==> config.mk <==
export PLATFORM = sky130hd
export DESIGN_NAME = noc_link_arbiter
export DESIGN_NICKNAME = d
export VERILOG_FILES = /design/src/rtl/noc_pkg.sv /design/src/rtl/noc_rr_pick.sv /design/src/rtl/noc_link_arbiter.sv
export SDC_FILE = /design/constraint.sdc
export NUM_CORES = 1
export LEC_CHECK = 0
export CORE_ASPECT_RATIO = 0.7
export CORE_MARGIN = 3
export CORE_UTILIZATION = 47
export CTS_BUF_LIST = sky130_fd_sc_hd__clkbuf_16
export CTS_CLUSTER_SIZE = 10
export DETAILED_ROUTE_END_ITERATION = 16
export GPL_TIMING_DRIVEN = 0
export HOLD_SLACK_MARGIN = 0.02
export PLACE_DENSITY = 0.88
export SLEW_MARGIN = 5
export SYNTH_ARGS = -nofsm -noshare
export SYNTH_HDL_FRONTEND = slang
export SYNTH_SLANG_ARGS = --single-unit
==> constraint.sdc <==
create_clock -name i_sclk -period 3.9 [get_ports i_sclk]
set_clock_uncertainty 0.15 [all_clocks]
set_input_delay 0.975 -clock i_sclk [delete_from_list [all_inputs] [get_ports i_sclk]]
set_output_delay 0.975 -clock i_sclk [all_outputs]
set_load 0.02 [all_outputs]
==> src/rtl/noc_pkg.sv <==
// Shared NoC definitions: flit geometry, source-index type, address helper.
package noc_pkg;

    localparam int DATA_WIDTH = 32;
    localparam int ADDR_WIDTH = 3;
    localparam int FLIT_WIDTH = DATA_WIDTH + ADDR_WIDTH;
    localparam int NUM_IN     = 4;
    localparam int ID_WIDTH   = $clog2(NUM_IN);

    typedef logic [ID_WIDTH-1:0]   src_id_t;
    typedef logic [FLIT_WIDTH-1:0] flit_t;

    // Destination address lives in the top ADDR_WIDTH bits of a flit.
    function automatic logic [ADDR_WIDTH-1:0] flit_addr(input flit_t f);
        return f[FLIT_WIDTH-1 -: ADDR_WIDTH];
    endfunction

endpackage

==> src/rtl/noc_rr_pick.sv <==
// Rotate-priority picker: first requester at or after ptr, wrapping.
module noc_rr_pick
    import noc_pkg::*;
#(
    parameter int N  = NUM_IN,
    parameter int IW = ID_WIDTH
) (
    input  logic [N-1:0]  req,
    input  logic [IW-1:0] ptr,
    output logic [N-1:0]  grant,
    output logic [IW-1:0] idx,
    output logic          any
);

    logic [IW:0] k;

    always_comb begin
        grant = '0;
        idx   = '0;
        any   = 1'b0;
        k     = '0;
        for (int i = 0; i < N; i++) begin
            // ptr < N, so one subtraction is enough for any N
            k = {1'b0, ptr} + (IW+1)'(i);
            if (k >= (IW+1)'(N)) begin
                k = k - (IW+1)'(N);
            end
            if (!any && req[k[IW-1:0]]) begin
                any             = 1'b1;
                idx             = k[IW-1:0];
                grant[k[IW-1:0]] = 1'b1;
            end
        end
    end

endmodule

==> src/rtl/noc_link_arbiter.sv <==
// Round-robin arbiter sharing one NoC link among NumIn requesters,
// with a 2-entry output buffer for registered outputs at full rate.
module noc_link_arbiter
    import noc_pkg::*;
#(
    parameter int FlitWidth = FLIT_WIDTH,
    parameter int NumIn     = 4,
    parameter int IdWidth   = 2
) (
    input  logic                       i_sclk,
    input  logic                       i_reset,
    input  logic [NumIn*FlitWidth-1:0] i_req_data,
    input  logic [NumIn-1:0]           i_req_valid,
    output logic [NumIn-1:0]           o_req_ready,
    output logic [FlitWidth-1:0]       o_link_data,
    output logic                       o_link_valid,
    input  logic                       i_link_ready,
    output logic [IdWidth-1:0]         o_link_src,
    output logic                       o_busy
);

    logic [IdWidth-1:0]   ptr;
    logic [IdWidth-1:0]   win;
    logic [NumIn-1:0]     grant;
    logic                 any;
    logic [1:0]           count;
    logic [1:0]           count_next;
    logic [FlitWidth-1:0] win_data;
    logic [FlitWidth-1:0] tail_data;
    logic [IdWidth-1:0]   tail_src;
    logic                 push;
    logic                 pop;

    noc_rr_pick #(
        .N  (NumIn),
        .IW (IdWidth)
    ) u_pick (
        .req   (i_req_valid),
        .ptr   (ptr),
        .grant (grant),
        .idx   (win),
        .any   (any)
    );

    assign win_data    = i_req_data[int'(win)*FlitWidth +: FlitWidth];
    assign push        = any && (count != 2'd2);
    assign pop         = o_link_valid && i_link_ready;
    assign o_req_ready = push ? grant : '0;

    always_comb begin
        count_next = count;
        if (push && !pop) begin
            count_next = count + 2'd1;
        end else if (pop && !push) begin
            count_next = count - 2'd1;
        end
    end

    // Head entry doubles as the output register; tail holds the spill.
    always_ff @(posedge i_sclk) begin
        if (i_reset) begin
            ptr          <= '0;
            count        <= '0;
            o_link_valid <= 1'b0;
            o_busy       <= 1'b0;
            o_link_data  <= '0;
            o_link_src   <= '0;
            tail_data    <= '0;
            tail_src     <= '0;
        end else begin
            count        <= count_next;
            o_link_valid <= (count_next != 2'd0);
            o_busy       <= (count_next != 2'd0);
            if (push) begin
                ptr <= (win == IdWidth'(NumIn-1)) ? '0 : win + 1'b1;
            end
            case (count)
                2'd0: begin
                    if (push) begin
                        o_link_data <= win_data;
                        o_link_src  <= win;
                    end
                end
                2'd1: begin
                    if (push && pop) begin
                        o_link_data <= win_data;
                        o_link_src  <= win;
                    end else if (push) begin
                        tail_data <= win_data;
                        tail_src  <= win;
                    end
                end
                default: begin
                    if (pop) begin
                        o_link_data <= tail_data;
                        o_link_src  <= tail_src;
                    end
                end
            endcase
        end
    end

endmodule

Word-level counts from Yosys, hierarchy flattened
Cells that the tools add are included.
Storage, ports and cells
  register bits after elaboration: 79
  input bits: 147
  output and inout port bits: 43
Operators by class
  add/sub/neg operators: 10
  multipliers: 1
  order comparisons: 12
  equal/unequal tests: 5
  shift-type cells: 1
  mux-type cells: 44
  bitwise logic cells: 4
  reduce and logical (&&, ||, !) cells: 22
Operators with widths (count)
  $shiftx 140x9->35: 1
  $mux 35: 3
  $pmux 35 s2: 1
  $mux 2: 14
  $mux 4: 5
  $logic_and 1x1->1: 12
  $lt 2x3->1 const B: 4
  $mux 1: 12
  $or 4x4->4: 3
  $sub 2x1->2 const B: 5
  $ge 3x3->1 const B: 3
  $bmux 1 s2: 4
  $demux 1 s2: 4
  $ge 2x1->1 const B: 4
  $mul 2x6->8 const B: 1
  $add 2x2->3 const B: 2
  $ne 2x2->1 const B: 3
  $reduce_and 3->1: 2
  $logic_not 1->1: 5
  $add 2x1->2 const B: 2
  $pmux 2 s2: 1
  $add 2x1->3 const B: 1
  $ge 2x3->1 const B: 1
  $reduce_bool 3->1: 1
  other kinds (5): 5

Depth between registers and ports, before layout
  depth in word-level cells: 20
  mapped depth: 14

Hierarchy
From an unflattened synthesis, not the netlist that was laid out.
Unflattened totals
  cell total of the unflattened synthesis: 501
  area, all modules: 4934.7 um2
By module, submodules not included
  noc_link_arbiter: instances 1, cells an instance 456, area an instance 4513.1 um2, seq. area each 1581.5 um2
  noc_rr_pick: instances 1, cells an instance 45, area an instance 421.7 um2, seq. area each 0.0 um2

Least setup slack after synthesis
Ideal clock, no wire load.
  path type: register to output
  from: register ptr[0]
  to: output port o_req_ready[0]
  arrival: 2385 ps
  data required time: 2775 ps
  path slack: 390 ps
  stages on the path, launching flop included: 11
  buffers on the path: 2
  path through: dfxtp_1 buf_2 inv_1 ha_1 buf_6 mux4_2 nor2b_4 a22oi_1 nor2_1 a221oi_1 nor2_1
Between the ends
  longest elaborated chain between the ends: 16
  elaborated cells between the ends (all ways): 62
RTL lines
  start: declaration: line noc_link_arbiter.sv:22  | logic [IdWidth-1:0] ptr;
  start signal: assignment: line noc_link_arbiter.sv:75  | ptr <= (win == IdWidth'(NumIn-1)) ? '0 : win + 1'b1;
  branches (longest 15 deep; another with $add 2x1->3)
  $mux 4 *: line noc_link_arbiter.sv:48  | assign o_req_ready = push ? grant : '0;
  end: declaration: line noc_link_arbiter.sv:14  | output logic [NumIn-1:0] o_req_ready,
Every way passes the cells marked *. The select of a mux whose other input is x is not followed.

Worst setup path after layout
  from: input port i_req_valid[1]
  to: output port o_req_ready[2]
Between the ends
  longest elaborated chain between the ends: 14
  elaborated cells between the ends (all ways): 27
RTL lines
  start: declaration: line noc_link_arbiter.sv:13  | input logic [NumIn-1:0] i_req_valid,
  $bmux 1 s2: line noc_rr_pick.sv:28  | if (!any && req[k[IW-1:0]]) begin
  $mux 1 (not written as such): line noc_rr_pick.sv:28
  $mux 1: line noc_rr_pick.sv:28
  $logic_not 1->1: line noc_rr_pick.sv:28
  $logic_and 1x1->1: line noc_rr_pick.sv:28
  $mux 1: line noc_rr_pick.sv:28
  $logic_not 1->1: line noc_rr_pick.sv:28
  $logic_and 1x1->1: line noc_rr_pick.sv:28
  $mux 1: line noc_rr_pick.sv:28
  $logic_not 1->1: line noc_rr_pick.sv:28
  $logic_and 1x1->1: line noc_rr_pick.sv:28
  $mux 1: line noc_rr_pick.sv:28
  $logic_and 1x1->1: line noc_link_arbiter.sv:46  | assign push = any && (count != 2'd2);
  $mux 4 *: line noc_link_arbiter.sv:48
Every way passes the cells marked *; elsewhere a longest branch is shown, timed or not. The select of a mux whose other input is x is not followed.

==> summary.txt <==
Synthesis
  – Mapped cell area: 0.00566 mm^2
  – Prevailing post-synth register cell: dfxtp_1
  – Synth top cells by count: o21ai_0, dfxtp_1, and3_1
  – Post-synth EDFFs: 0
  – Yosys cell types: 50
  – Largest area contributor in the netlist: dfxtp_1
  – Yosys reg bits: 79
  – Async SR Flop Fraction: 0%
  – Synth area leaders: dfxtp_1, o21ai_0, and3_1, a21boi_0, o211ai_2
  – Syn Nets: 883
  – Share of the synthesized area in the top cell type: 27.9%
  – Gate Count Post-Synth: 724
  – Most frequent cell after synthesis: o21ai_0
  – Yosys warns: 0
  – Register area share after synthesis: 27.9%
  – Syn Area/Cell: 7.82 um^2

Detailed routing
  – DR WL/cell: 19.7 um
  – Drt pass-1 iters: 6
  – Iteration-0 DRC Markers: 507
  – Drt total wl: 21.3 mm
  – Vias: 6636
  – Vias per cell: 6.11
  – DRT antenna net count: 0
  – DRC violations left: 0

Global route
  – Total gr overflow: 0
  – GR peak layer: met2
  – Initial antenna violation count: 0
  – Met3 Usage GRT: 6.54%
  – M1 GR Usage: 43.6%
  – Total track usage: 30.3%
  – Largest net degree at the start of global routing: 14
  – Vias in the first global route: 6229
  – First-pass GRT wire length: 32.5 mm
  – M2 GR Usage: 45.3%

Clock tree
  – Sinks on Clock Net: 79
  – CTS tree: built
  – Worst-Skew Late Latency: 0.33 ns
  – Reg clk slew, reported paths: 0.06 ns
  – Htree depth: 3
  – CTS Buf Count: 9
  – Longest Clk Path Bufs: 2
  – CTS root buffer: clkbuf_16
  – Hold buffer count at CTS: 0

Floorplan
  – # rows: 32
  – Top-level I/O count: 190
  – Die W: 137 um
  – Core area: 0.0114 mm^2
  – Die Ht: 97.8 um
  – Initial core utilization: 49.8%
  – Die area: 0.0134 mm^2

Power and ir drop
  – Final Total Pwr: 6.53 mW
  – PwrDens: 802 mW/mm^2
  – Leak pwr: 3.17 nW
  – Maximum VDD drop: 449 uV

STA
  – Fin. max-slew vios: 0
  – Final setup viols: 0
  – Final Worst Setup Slack: 0.0734 ns
  – Period utilization: 98.1%
  – Final hold violations: 0
  – Slew at the pin closest to its max-slew limit: 0.756 ns
  – Rel. slew slack: 49.4%
  – FMAX: 261 MHz
  – Final min period: 3.83 ns

Layout
  – Net count, final: 1087
  – Ant. Diodes: 0
  – Share of layout cells above drive strength 1: 12.4%
  – Synth-to-Final Area Change: 44.0%

Place
  – Post-Place Setup Slack: -0.654 ns
  – Routability cong.: 0.968
  – IO buf count: 187
  – DP HPWL: 15.5 mm

Critical path
  – Crit-path cells: dlygate4sd2_1 > buf_6 > mux4_2 > nor2b_4 > a22oi_1 > nor2_1 > a221oi_2 > nor2_1 > buf_4
  – CP Max Fanout: 5
  – Arr. time, crit path: 2.70 ns
  – Worst Path Required: 2.77 ns
  – Critical path type: in -> out
  – Slowest CP cell: mux4_2
  – CP max stage delay: 0.48 ns
  – Critical Path Most Common Cell: nor2_1
  – Startpoint types: input pin
  – CP endpoint kind: output pin

Run status
  – Status: finished clean

Min path
  – Worst min path class: reg -> reg

Job
  – Max cap viols: 0
==> power breakdown <==
group	switching [mW]	total [mW]	leakage, nW	internal [mW]
clock network	0.346	0.902	0.153	0.556
registers	0.181	1.29	0.651	1.11
logic	2.66	4.34	2.36	1.68
total	3.19	6.53	3.17	3.34
==> worst paths after layout <==
path	cells after the start	slack, ns	endpoint	start
setup / recovery	9	0.07	o_req_ready[2]	i_req_valid[1]
hold / removal	2	0.31	tail_data[11]$_SDFFE_PP0P_	tail_data[11]$_SDFFE_PP0P_
setup reg to reg	15	0.29	ptr[0]$_SDFFE_PP0P_	ptr[0]$_SDFFE_PP0P_
hold reg to reg	2	0.31	tail_data[11]$_SDFFE_PP0P_	tail_data[11]$_SDFFE_PP0P_
==> metal layers <==
layer | vias to the layer above | wire length (um) | part of all wire, %
li1 | 3112 | - | -
met4 | 0 | 372 | 1.7
met5 | - | 0 | 0
met3 | 35 | 2220 | 10
met2 | 398 | 9340 | 44
met1 | 3091 | 9410 | 44
==> sequential cells by signal (all words and copies together), names as in the netlist <==
name         cells
o_link_data     35
count            2
ptr              2
tail_data       35
tail_src         2
o_link_src       2
o_busy           1
==> critical path: cells and delay by family <==
family | cells | cell delay [ns]
buffers and inverters | 3 | 0.57
AOI/OAI and AO/OA | 2 | 0.35
and+or+nand+nor | 3 | 0.32
muxes | 1 | 0.48
==> through the flow <==
step / cells / setup TNS (ns) / cell area, um^2 / hold WS, ns / utilization (%)
after floorplan: 724 / 0 / 5660 / 0.279 / -
after detailed placement: 1064 / -2.76 / 7720 / 0.290 / 67.9
after CTS: 1083 / 0 / 8090 / 0.308 / 71.1
after global placement: 1064 / -2.41 / 7720 / 0.287 / 67.9
after global routing: 1086 / -0.0203 / 8150 / 0.322 / 71.6
final: 1086 / 0 / 8150 / 0.307 / 71.6
==> cell families after synthesis <==
group	share of synthesized area, %
compound gates	42.6
xor+xnor	0.310
fa+ha+maj	2.65
buf+inv	7.76
flops	27.9
mux	1.72
simple gates	17.0
==> cell usage in the layout (no fill, tap or decap), drive strengths merged, types with 3 or more instances in the layout <==
cell and instances:
o211ai 70, dfxtp 79, a21oi 6, nand2 42, nor2 58, a221oi 4, buf 44, clkbuf 51
a21boi 70, inv 8, a22oi 4, mux2i 3, o21ai 147, clkdlybuf4s50 180, nand2b 4, a31oi 39
mux4 3, ha 12, and3 73
==> area by class of cell <==
| type | instances | area [um^2] |
|---|---|---|
| sequential | 79 | 1590 |
| clock buffer | 9 | 225 |
| clock inverter | 7 | 88.8 |
| fill | 955 | 3220 |
| timing repair buffer | 194 | 1920 |
| buffer | 74 | 425 |
| multi-input combinational | 563 | 3680 |
| tap | 153 | 191 |
| inverter | 7 | 26.3 |
==> what timing repair did <==
item | 4_1_cts | 5_1_grt
setup buffers | 4 | 3
setup endpoints to repair | 4 | 5
gates resized for setup | 31 | 10
Note: power is estimated with default switching activity, not from simulation.
